===== config.mk =====
export PLATFORM = sky130hd
export DESIGN_NAME = uart_tx_cfg
export DESIGN_NICKNAME = d
export VERILOG_FILES = /design/src/rtl/uart_tx_cfg.sv
export SDC_FILE = /design/constraint.sdc
export NUM_CORES = 1
export LEC_CHECK = 0
export BUFFER_PORTS_ARGS = -buffer_cell sky130_fd_sc_hd__buf_2
export CAP_MARGIN = 5
export CORE_ASPECT_RATIO = 0.6
export CORE_MARGIN = 2
export CORE_UTILIZATION = 25
export DETAILED_ROUTE_END_ITERATION = 6
export PLACE_DENSITY = 0.46
export SETUP_SLACK_MARGIN = 0.5
export SLEW_MARGIN = 20
export SYNTH_ARGS = -nofsm -noshare
export SYNTH_HDL_FRONTEND = slang
export SYNTH_SLANG_ARGS = --single-unit

===== constraint.sdc =====
create_clock -name clk -period 3.2 [get_ports clk]
set_input_delay 0.32 -clock clk [delete_from_list [all_inputs] [get_ports clk]]
set_output_delay 0.32 -clock clk [all_outputs]
set_load 0.1 [all_outputs]

===== src/rtl/uart_tx_cfg.sv =====
// UART transmitter with a small transmit FIFO and build-time frame format.
// Frames: start, DATA_BITS LSB first, optional parity, STOP_BITS stop bits.
module uart_tx_cfg #(
   parameter int BAUD       = 104,
   parameter int DATA_BITS  = 8,
   parameter int PARITY     = 0,
   parameter int STOP_BITS  = 1,
   parameter int FIFO_DEPTH = 4
) (
   input  logic                 clk,
   input  logic                 rstn,
   input  logic                 wr,
   input  logic [DATA_BITS-1:0] data,
   output logic                 tx,
   output logic                 full,
   output logic                 empty,
   output logic                 busy
);

   // state | meaning
   // IDLE  | line high, waiting for FIFO data
   // START | start bit (tx=0)
   // DATA  | data bits, LSB first
   // PAR   | parity bit (only when PARITY != 0)
   // STOP  | stop bit(s), tx=1
   typedef enum logic [2:0] {
      IDLE  = 3'd0,
      START = 3'd1,
      DATA  = 3'd2,
      PAR   = 3'd3,
      STOP  = 3'd4
   } state_t;

   localparam int BW = (BAUD < 2) ? 1 : $clog2(BAUD);
   localparam int AW = (FIFO_DEPTH < 2) ? 1 : $clog2(FIFO_DEPTH);
   localparam int CW = AW + 1;
   localparam logic [BW-1:0] BAUD_LD = BW'(BAUD - 1);

   if (BAUD < 2 || DATA_BITS < 5 || DATA_BITS > 8 || PARITY < 0 || PARITY > 2 ||
       (STOP_BITS != 1 && STOP_BITS != 2) || FIFO_DEPTH < 2 ||
       (FIFO_DEPTH & (FIFO_DEPTH - 1)) != 0) begin : g_param_err
      $error("uart_tx_cfg: illegal parameter value");
   end

   logic [DATA_BITS-1:0] mem_q [FIFO_DEPTH];
   logic [AW-1:0]        wptr_q, wptr_d, rptr_q, rptr_d;
   logic [CW-1:0]        cnt_q, cnt_d;
   logic                 push, pop;
   logic [DATA_BITS-1:0] head;

   state_t               state_q, state_d;
   logic [BW-1:0]        baud_q, baud_d;
   logic [2:0]           bit_q, bit_d;
   logic                 tx_q, tx_d;
   logic [DATA_BITS-1:0] shift_q, shift_d;
   logic                 par_q, par_d;
   logic                 bit_end, start;

   assign full  = (cnt_q == CW'(FIFO_DEPTH));
   assign empty = (cnt_q == '0);
   assign push  = wr & ~full;
   assign head  = mem_q[rptr_q];

   always_comb begin
      wptr_d = wptr_q + AW'(push);
      rptr_d = rptr_q + AW'(pop);
      cnt_d  = cnt_q + CW'(push) - CW'(pop);
   end

   // Storage is never observed before being written, so it carries no reset.
   always_ff @(posedge clk) begin
      if (push) mem_q[wptr_q] <= data;
      shift_q <= shift_d;
      par_q   <= par_d;
   end

   always_comb begin
      state_d = state_q;
      bit_d   = bit_q;
      tx_d    = tx_q;
      shift_d = shift_q;
      par_d   = par_q;
      pop     = 1'b0;
      start   = 1'b0;
      bit_end = (baud_q == '0);
      baud_d  = bit_end ? BAUD_LD : baud_q - 1'b1;

      case (state_q)
         IDLE: begin
            baud_d = '0;
            tx_d   = 1'b1;
            if (!empty) start = 1'b1;
         end
         START: begin
            if (bit_end) begin
               state_d = DATA;
               bit_d   = 3'(DATA_BITS - 1);
               tx_d    = shift_q[0];
            end
         end
         DATA: begin
            if (bit_end) begin
               if (bit_q == '0) begin
                  if (PARITY != 0) begin
                     state_d = PAR;
                     tx_d    = par_q;
                  end else begin
                     state_d = STOP;
                     bit_d   = 3'(STOP_BITS - 1);
                     tx_d    = 1'b1;
                  end
               end else begin
                  bit_d   = bit_q - 3'd1;
                  shift_d = shift_q >> 1;
                  tx_d    = shift_q[1];
               end
            end
         end
         PAR: begin
            if (bit_end) begin
               state_d = STOP;
               bit_d   = 3'(STOP_BITS - 1);
               tx_d    = 1'b1;
            end
         end
         STOP: begin
            if (bit_end) begin
               if (bit_q == '0) begin
                  state_d = IDLE;
                  tx_d    = 1'b1;
                  if (!empty) start = 1'b1;
               end else begin
                  bit_d = bit_q - 3'd1;
               end
            end
         end
         default: begin
            state_d = IDLE;
            baud_d  = '0;
            bit_d   = '0;
            tx_d    = 1'b1;
         end
      endcase

      // Shared by IDLE and the last STOP cycle so back-to-back frames have no gap.
      if (start) begin
         pop     = 1'b1;
         shift_d = head;
         par_d   = (^head) ^ (PARITY == 2);
         state_d = START;
         baud_d  = BAUD_LD;
         tx_d    = 1'b0;
      end
   end

   always_ff @(posedge clk or negedge rstn) begin
      if (!rstn) begin
         state_q <= IDLE;
         baud_q  <= '0;
         bit_q   <= '0;
         tx_q    <= 1'b1;
         wptr_q  <= '0;
         rptr_q  <= '0;
         cnt_q   <= '0;
      end else begin
         state_q <= state_d;
         baud_q  <= baud_d;
         bit_q   <= bit_d;
         tx_q    <= tx_d;
         wptr_q  <= wptr_d;
         rptr_q  <= rptr_d;
         cnt_q   <= cnt_d;
      end
   end

   assign tx   = tx_q;
   assign busy = (state_q != IDLE);

endmodule


# [After elaboration in Yosys (flattened, before gate mapping)]
# Memory sizes are Yosys's and may differ from the RTL's.
# Index checks and enable logic that the tools add are counted.
[word_totals] ff_bits=29 mem_bits_rw=32 inputBits=11 out_inout_bits=4 wordCells=85 memories=1
[mem_list] memory="mem_q" depth=4 width=8 read_ports=1 rd_clocked_by_memory_dff=0 write_ports=1 line_no="45" text="logic [DATA_BITS-1:0] mem_q [FIFO_DEPTH];"
[op_classes] add_sub_neg=6 n_eq_ne=18 n_mux=37 bitwise=3 n_reduce_logical=12
[ops] operator="two-way mux 3 bit" count=13
[ops] operator="two-way mux 8 bit" count=4
[ops] operator="one-hot mux 3 bit (5 select lines)" count=2
[ops] operator="two-way mux 7 bit" count=3
[ops] operator="!= test 3 bit (second input constant)" count=6
[ops] operator="!= test 2 bit (second input constant)" count=7
[ops] operator="two-way mux 1 bit" count=13
[ops] operator="zero test 3 bit" count=3
[ops] operator="zero test 7 bit" count=1
[ops] operator="AND reduction 7 bit" count=1
[ops] operator="subtractor 7 x 1 -> 7 bit (second input constant)" count=1
[ops] operator="== test 3 x 2 -> 1 bit (second input constant)" count=2
[ops] operator="== test 3 bit (second input constant)" count=2
[ops] operator="AND reduction 6 bit" count=1
[ops] operator="AND reduction 5 bit" count=1
[ops] operator="adder 2 x 1 -> 2 bit" count=2
[ops] operator="one-hot mux 1 bit (4 select lines)" count=1
[ops] operator="nonzero test 2 bit" count=2
[ops] operator="OR reduction 4 bit" count=1
[ops] operator="adder 3 x 1 -> 3 bit" count=1
[ops] operator="== test 3 x 1 -> 1 bit (second input constant)" count=1
[ops] operator="AND reduction 3 bit" count=1
[ops] operator="nonzero test 3 bit" count=1
[ops] operator="subtractor 3 x 1 -> 3 bit" count=1
[ops] operator="other kinds (4)" count=5

# [Longest topological paths before layout]
# Gate-level depths: netlist of run 1.
[logic_depth] word_depth=7 depth_mapped=13 ltp_nobuf=13

# [Worst setup path after synthesis of run 1]
# Ideal clock, no wire load.
[synth_timing] kind="register -> register" start="register cnt_q[1]" end="register cnt_q[2]" setup_time_ns=0.126 t_arrival_ns=4.087 required_ns=3.074 path_slack_ns=-1.013 stages_incl_launch_ff=10 path_buffers=0 period_less_slack_ns=4.213 path_cell_list="dfrtp_1 > nor3b_1 > nand2b_1 > ha_1 > inv_1 > ha_1 > inv_1 > fa_1 > xnor2_1 > xnor2_1"
[synth_via] elab_cells_between_ends=11 cone_classes="add/sub (2); eq/ne (1); mux (5); bitwise (2); reduce/logical (1)"
[synth_rtl] item="from (decl)" line_no="47" text="logic [CW-1:0] cnt_q, cnt_d;"
[synth_rtl] item="from (signal assigned)" line_no="172" text="cnt_q <= cnt_d;"
[synth_rtl] item="== test 3 bit" line_no="59" text="assign full = (cnt_q == CW'(FIFO_DEPTH));"
[synth_rtl] item="net full" line_no="15" text="output logic full,"
[synth_rtl] item="inverter 1 bit" line_no="61" text="assign push = wr & ~full;"
[synth_rtl] item="AND 1 bit" line_no="61"
[synth_rtl] item="adder 3 x 1 -> 3 bit" line_no="67" text="cnt_d = cnt_q + CW'(push) - CW'(pop);"
[synth_rtl] item="subtractor 3 x 1 -> 3 bit" line_no="67"
[synth_rtl] item="net cnt_d[2]" line_no="47"
# The timed path passes the listed nets, and every way through them passes these cells.
# A chain may end at the register's enable or synchronous reset.

# [Worst setup path in the final report of run 1]
[layout_timing] start="register baud_q[1]" end="register cnt_q[2]"
[layout_via] elab_chain_len=5
[layout_lines] item="from (decl)" line_no="52" text="logic [BW-1:0] baud_q, baud_d;"
[layout_lines] item="from (signal assigned)" line_no="167" text="baud_q <= baud_d;"
[layout_lines] item="zero test 7 bit" line_no="85" text="bit_end = (baud_q == '0);"
[layout_lines] item="two-way mux 1 bit" line_no="127" text="if (bit_end) begin"
[layout_lines] item="one-hot mux 1 bit (2 select lines)" line_no="88" text="case (state_q)"
[layout_lines] item="two-way mux 1 bit" line_no="146" text="if (start) begin"
[layout_lines] item="net pop" line_no="48" text="logic push, pop;"
[layout_lines] item="subtractor 3 x 1 -> 3 bit" line_no="67"
[layout_lines] item="net cnt_d[2]" line_no="47"
# The timed path passes the listed nets, and every way through them passes these cells.

==> results of run 1 <==
critical path, cell delays in order, from the launching register on:
cell and delay [ps]:
dfrtp_1 410, inv_2 90, ha_4 140, or3b_4 410, o31ai_4 280, nand2_2 120
clkinv_4 80, ha_4 190, inv_2 60, ha_4 110, inv_2 30, fa_2 350
xnor2_2 150, xnor2_1 120
cells by family (layout without fill, tap and decap cells):
logic type,Yosys count,after routing
buffers and inverters,18,57
DFF,61,61
muxes,16,16
xor gates and xnor gates,10,10
AOI/OAI and AO/OA,34,34
adders and majority gates,8,8
and+or+nand+nor,49,49
final cells by class:
type | instances | area [um2]
fill | 1036 | 7220
sequential | 61 | 1730
multi-input combinational | 117 | 1050
clock buffer | 10 | 229
timing repair buffer | 30 | 193
tap | 139 | 174
clock inverter | 6 | 63.8
inverter | 11 | 46.3
cells in the mapped netlist, drive strengths merged (2+ instances only):
| master | number |
|---|---|
| edfxtp | 40 |
| clkbuf | 6 |
| dfrtp | 20 |
| xnor2 | 8 |
| nor3b | 2 |
| o21ai | 9 |
| o31a | 3 |
| a2111oi | 3 |
| inv | 10 |
| ha | 7 |
| nor2 | 15 |
| or4 | 2 |
| a21oi | 6 |
| or3 | 3 |
| nand2b | 5 |
| mux2 | 7 |
| o31ai | 2 |
| xor2 | 2 |
| nand2 | 10 |
| nor3 | 5 |
| o32ai | 2 |
| mux4 | 8 |
| a211oi | 2 |
| and3 | 2 |
registers in the layout, summed over array words and instances, names as in the netlist:
signal	cells
wptr_q	2
mem_q	32
state_q	3
baud_q	7
bit_q	3
rptr_q	2
cnt_q	3
shift_q	8
tx	1
power breakdown:
part	leakage, nW	total, W	internal, W	switching (W)
registers	0.614	0.00136	0.00111	0.000249
clock network	0.138	0.000937	0.000600	0.000337
logic	0.507	0.00128	0.000582	0.000697
total	1.26	0.00358	0.00229	0.00128
path summary, 6_finish.rpt:
check                      cells after the start     endpoint
hold / removal                                 1  mem_q[2][5]
max in group asynchronous                      2     cnt_q[1]
setup reg to reg                              13     cnt_q[2]
min in group asynchronous                      2    baud_q[3]
hold reg to reg                                1   shift_q[5]
setup / recovery                              13     cnt_q[2]
per-stage QoR:
step / worst slack (ps) / util / cells / power (W)
floorplan: 374 / - / 196 / 0.00225
global placement: 436 / 0.289 / 347 / 0.00256
detailed placement: 387 / 0.289 / 347 / 0.00255
CTS: 507 / 0.319 / 366 / 0.00353
global route: 490 / 0.325 / 374 / 0.00381
finish: 553 / 0.325 / 374 / 0.00358
metal layers:
| layer | track usage | vias to the layer above | share of wire |
|---|---|---|---|
| met3 | 0.0486 | 4 | 0.056 |
| li1 | - | 814 | - |
| met5 | 0 | - | 0 |
| met1 | 0.158 | 832 | 0.53 |
| met2 | 0.137 | 40 | 0.41 |
| met4 | 0.0303 | 0 | 0.0084 |
repair_timing:
| action | 4_1_cts | 5_1_grt |
|---|---|---|
| setup buffers | 2 | 8 |
| resized for setup | 0 | 4 |
| endpoints found under the hold margin | 20 | 0 |
| pin swaps | 1 | 4 |
| hold buffers | 1 | 0 |
| endpoints found under the setup margin | 2 | 2 |
==> results.toml, run 1 <==
[outcome]
status = "finished clean"

[routing]
drc = 0
wl_um = 5740
viasPerCell = 4.52
drtPass1Iterations = 4
wl_per_cell_um = 15.3
drt_iter0_drc = 169
ant_nets = 0
vias = 1690

[grt]
grt_overflow = 0
grt_max_degree = 22
grt_pass1_vias = 1712
grt_pass1_wl_um = 9360
antenna_found_initial = 0
grt.total_usage = 0.107

[power_and_ir_drop]
power_density_nw_per_um2 = 1030
max-vdd-ir-drop_uv = 348
total_leakage_power_nw = 1.26

[min_path]
hp-class = "input port to flop"
hp-start = "data[5]"

[timing]
max_freq_mhz = 378
hold_viol_final = 0
fin_skew_ps = 4.62
whs_ps = 212
setup_viol = 0
post-route-min-period_ps = 2650
relSlewSlack = 0.460
tightest_slew_ps = 808
report.final.slew_viol_count = 0
grt_setup_unrepaired = "no"
finalCritPeriodShare = 0.827
fin_setup_tns_ps = 0

[synthesis]
synthCells = 196
synth_fa_ha_area_frac = 0.0387
yosys_warnings = 0
synth_compound_area_frac = 0.0904
synth_mux_area_frac = 0.0967
synth.net_count = 215
syn_area_um2 = 2780
yosysTopAreaCell = "edfxtp_1"
synth-main-ff-cell = "edfxtp_1"
synth.area.top_cells = "edfxtp_1 (43%), dfrtp_1 (18%), mux4_2 (6.5%)"
synth_xor_xnor_area_share = 0.0315
synth_edf_count = 40
synth_top_family_by_area = "multiplexers"
ys_seq_area_frac = 0.621
synth_cell_type_count = 47
async_flop_share = 0.344
ys_ff_latch = 61
syn_area_per_cell_um2 = 14.2
yosys.area_share.simple = 0.0949
synth_top_area_frac = 0.432

[floorplan]
rows = 29
initial_utilization = 0.260
die_h_um = 85.7
fp.dieW_um = 140
ioPinCount = 15
coreArea_um2 = 10700
dieArea_um2 = 12000

[final_layout]
finish.net_count = 249
final_common_cell = "edfxtp_1"
antennaDiodeCount = 0
drive_gt1_frac = 0.315
syn2layout_area_growth_pct = 25.2
final_cell_mix = "edfxtp_1 (40), dfrtp_1 (18), buf_4 (15)"
design_area_um2 = 3480

[clocking]
cts-buffers-inserted = 9
clk_pin_slew_ps = 50
cts_sinks = 61
h-tree-depth = 3
root_buffer = "clkbuf_16"
clk_path_buf_depth = 2
clk_latency_ps = 320
cts_tree = "yes"

[setup_path]
setup.worst_path.start = "baud_q[1]"
end_kind = "flop"
path_max_fanout = 4
r2r_start = "baud_q[1]"
startpoint_type = "flop"
cp.arrival_ps = 2850
crit_type = "flop to flop"
required_ps = 3410
reg2reg_slack_ps = 550

[placed_design]
place_area_um2 = 3090
place_congestion = 0.732
numPortBuffers = 14
dp_hpwl_um = 3910

[run]
drv_cap = 0
No activity file was read; power rests on OpenSTA's default activity.
==> run 2: changes to the inputs <==
- PLACE_DENSITY: 0.46 -> 0.48
- clock period: 3.2 -> 2.4 ns (I/O delays scaled with it)
==> run 2 against run 1 <==
Effect of this change: the flow now finishes with violations (negative setup slack); register-to-register slack lost 640 ps; clock-buffer cell count shrank 1; global-route usage hardly changed; clock power grew 37%; design area is 7.7% higher; largest cell class unchanged.
==> results.toml, run 2 (synthesis results as in run 1) <==
[outcome]
status = "complete, but fails checks"
violations = "negative setup slack"

[timing]
setup_viol = 2
relSlewSlack = 0.655
finalCritPeriodShare = 1.04
whs_ps = 126
report.final.slew_viol_count = 0
worst_slack_ps = -85.4
max_freq_mhz = 402
grt_setup_unrepaired = "yes"
post-route-min-period_ps = 2490
fin_skew_ps = 5.93
tightest_slew_ps = 517
hold_viol_final = 0

[placed_design]
numPortBuffers = 14
dp.cells = 369
place_area_um2 = 3340
dp_hpwl_um = 4140
place_congestion = 0.749

[floorplan]
coreArea_um2 = 10700
ioPinCount = 15
initial_utilization = 0.260
die_h_um = 85.7
dieArea_um2 = 12000
rows = 29
fp.dieW_um = 140

[grt]
grt_overflow = 0
grt_max_degree = 22
grt.total_usage = 0.107
grt_pass1_vias = 1773
antenna_found_initial = 0
grt_pass1_wl_um = 9590

[setup_path]
path_max_fanout = 2
r2r_end = "cnt_q[2]"
path_cells = "inv_1 -> ha_1 -> or3b_4 -> o31ai_4 -> nand2_2 -> clkinv_4 -> ha_4 -> inv_2 -> ha_4 -> inv_2 -> fa_2 -> xnor2_2 -> xnor2_1"
crit_type = "flop to flop"
cp.arrival_ps = 2700
slowest_delay_ps = 400
r2r_start = "baud_q[0]"
ff2ff_path_depth = 13
startpoint_type = "flop"
setup.worst_path.start = "baud_q[0]"
end_kind = "flop"
required_ps = 2610
crit_path_end = "cnt_q[2]"
slowest_stage = "or3b_4"
reg2reg_slack_ps = -90

[power_and_ir_drop]
power_density_nw_per_um2 = 1370
total_leakage_power_nw = 1.37
total_power_w = 0.00513
max-vdd-ir-drop_uv = 653

[clocking]
root_buffer = "clkbuf_16"
h-tree-depth = 3
clk_pin_slew_ps = 60
cts-buffers-inserted = 9
clk_latency_ps = 330
cts_sinks = 61
cts_tree = "yes"
clk_path_buf_depth = 2

[routing]
vias = 1766
drtPass1Iterations = 4
drt_iter0_drc = 87
ant_nets = 0
drc = 0
viasPerCell = 4.53
wl_per_cell_um = 14.8
wl_um = 5780

[final_layout]
fillCellCount = 1018
syn2layout_area_growth_pct = 34.9
final_common_cell = "edfxtp_1"
instances_no_fill = 390
seqCellArea_um2 = 1730
largest_register_ffs = 32
multi_input_area_um2 = 1170
largest-register = "mem_q"
final_cell_mix = "edfxtp_1 (40), buf_4 (30), dfrtp_1 (18)"
design_area_um2 = 3750
reg_top3 = "mem_q x32, shift_q x8, baud_q x7"
finish.net_count = 265
drive_gt1_frac = 0.422
antennaDiodeCount = 0
post-route-util = 0.351

[run]
drv_cap = 0

[min_path]
hp-class = "input port to flop"
run 2: changes by cell type in the layout (fill, tap and decap cells not counted), moves of 3 or more:
cell     previous run  this run
nand2_1             9         6
buf_4              15        30
nand2_2             1         4
nor2_4              0         4
run 2: final cells by class:
type,count,share of cell area
repair buffers,46,0.0890
clock buffers,9,0.0600
multi-input cells,117,0.311
inverters,11,0.0130
well taps,139,0.0463
clock inverters,7,0.0197
flip-flops and latches,61,0.461
run 2: worst min path at each step:
stage	start	endpoint	slack [ps]	cells after the start
after floorplan	rstn	baud_q[0]	-60	0
after global placement	rstn	bit_q[1]	240	1
after detailed placement	rstn	bit_q[1]	240	1
after CTS	data[5]	mem_q[3][5]	120	1
after global routing	data[5]	mem_q[3][5]	120	1
final	data[5]	mem_q[3][5]	130	1
run 2: where the power goes:
group,leakage (nW),switching [W],internal (W)
combinational,0.607,0.00114,0.000978
sequential,0.614,0.000247,0.00148
clock,0.146,0.000476,0.000806
total,1.37,0.00186,0.00327
run 2: metal layers:
layer  up-vias  part of all wire  wire length (um)  global-route usage
met5         -                 0                 0                   0
met4         0            0.0081                47              0.0367
met3         7             0.053               307              0.0447
met2        43              0.39              2270               0.132
met1       866              0.55              3150               0.163
li1        850                 -                 -                   -
run 2: critical path: cells and delay by family (launching register included):
kind,cells,cell delay [ps]
AOI/OAI and AO/OA,1,200
xor gates and xnor gates,2,260
adders and majority gates,4,800
buffers and inverters,4,220
DFF,1,370
and+or+nand+nor,2,510
run 2: repair_timing:
item / CTS / global route
resized for setup: 3 / 12
hold endpoints to repair: 20 / 0
pin swaps: 4 / 4
hold buffers: 1 / 0
setup endpoints to repair: 22 / 24
setup buffers: 3 / 1
run 2: metrics by stage:
stage | TNS [ps] | worst slack [ps]
6_report | -91.3 | -85.4
3_5_place_dp | -235 | -163
2_1_floorplan | -765 | -426
3_3_place_gp | -137 | -115
4_1_cts | -109 | -95.5
5_1_grt | -281 | -194
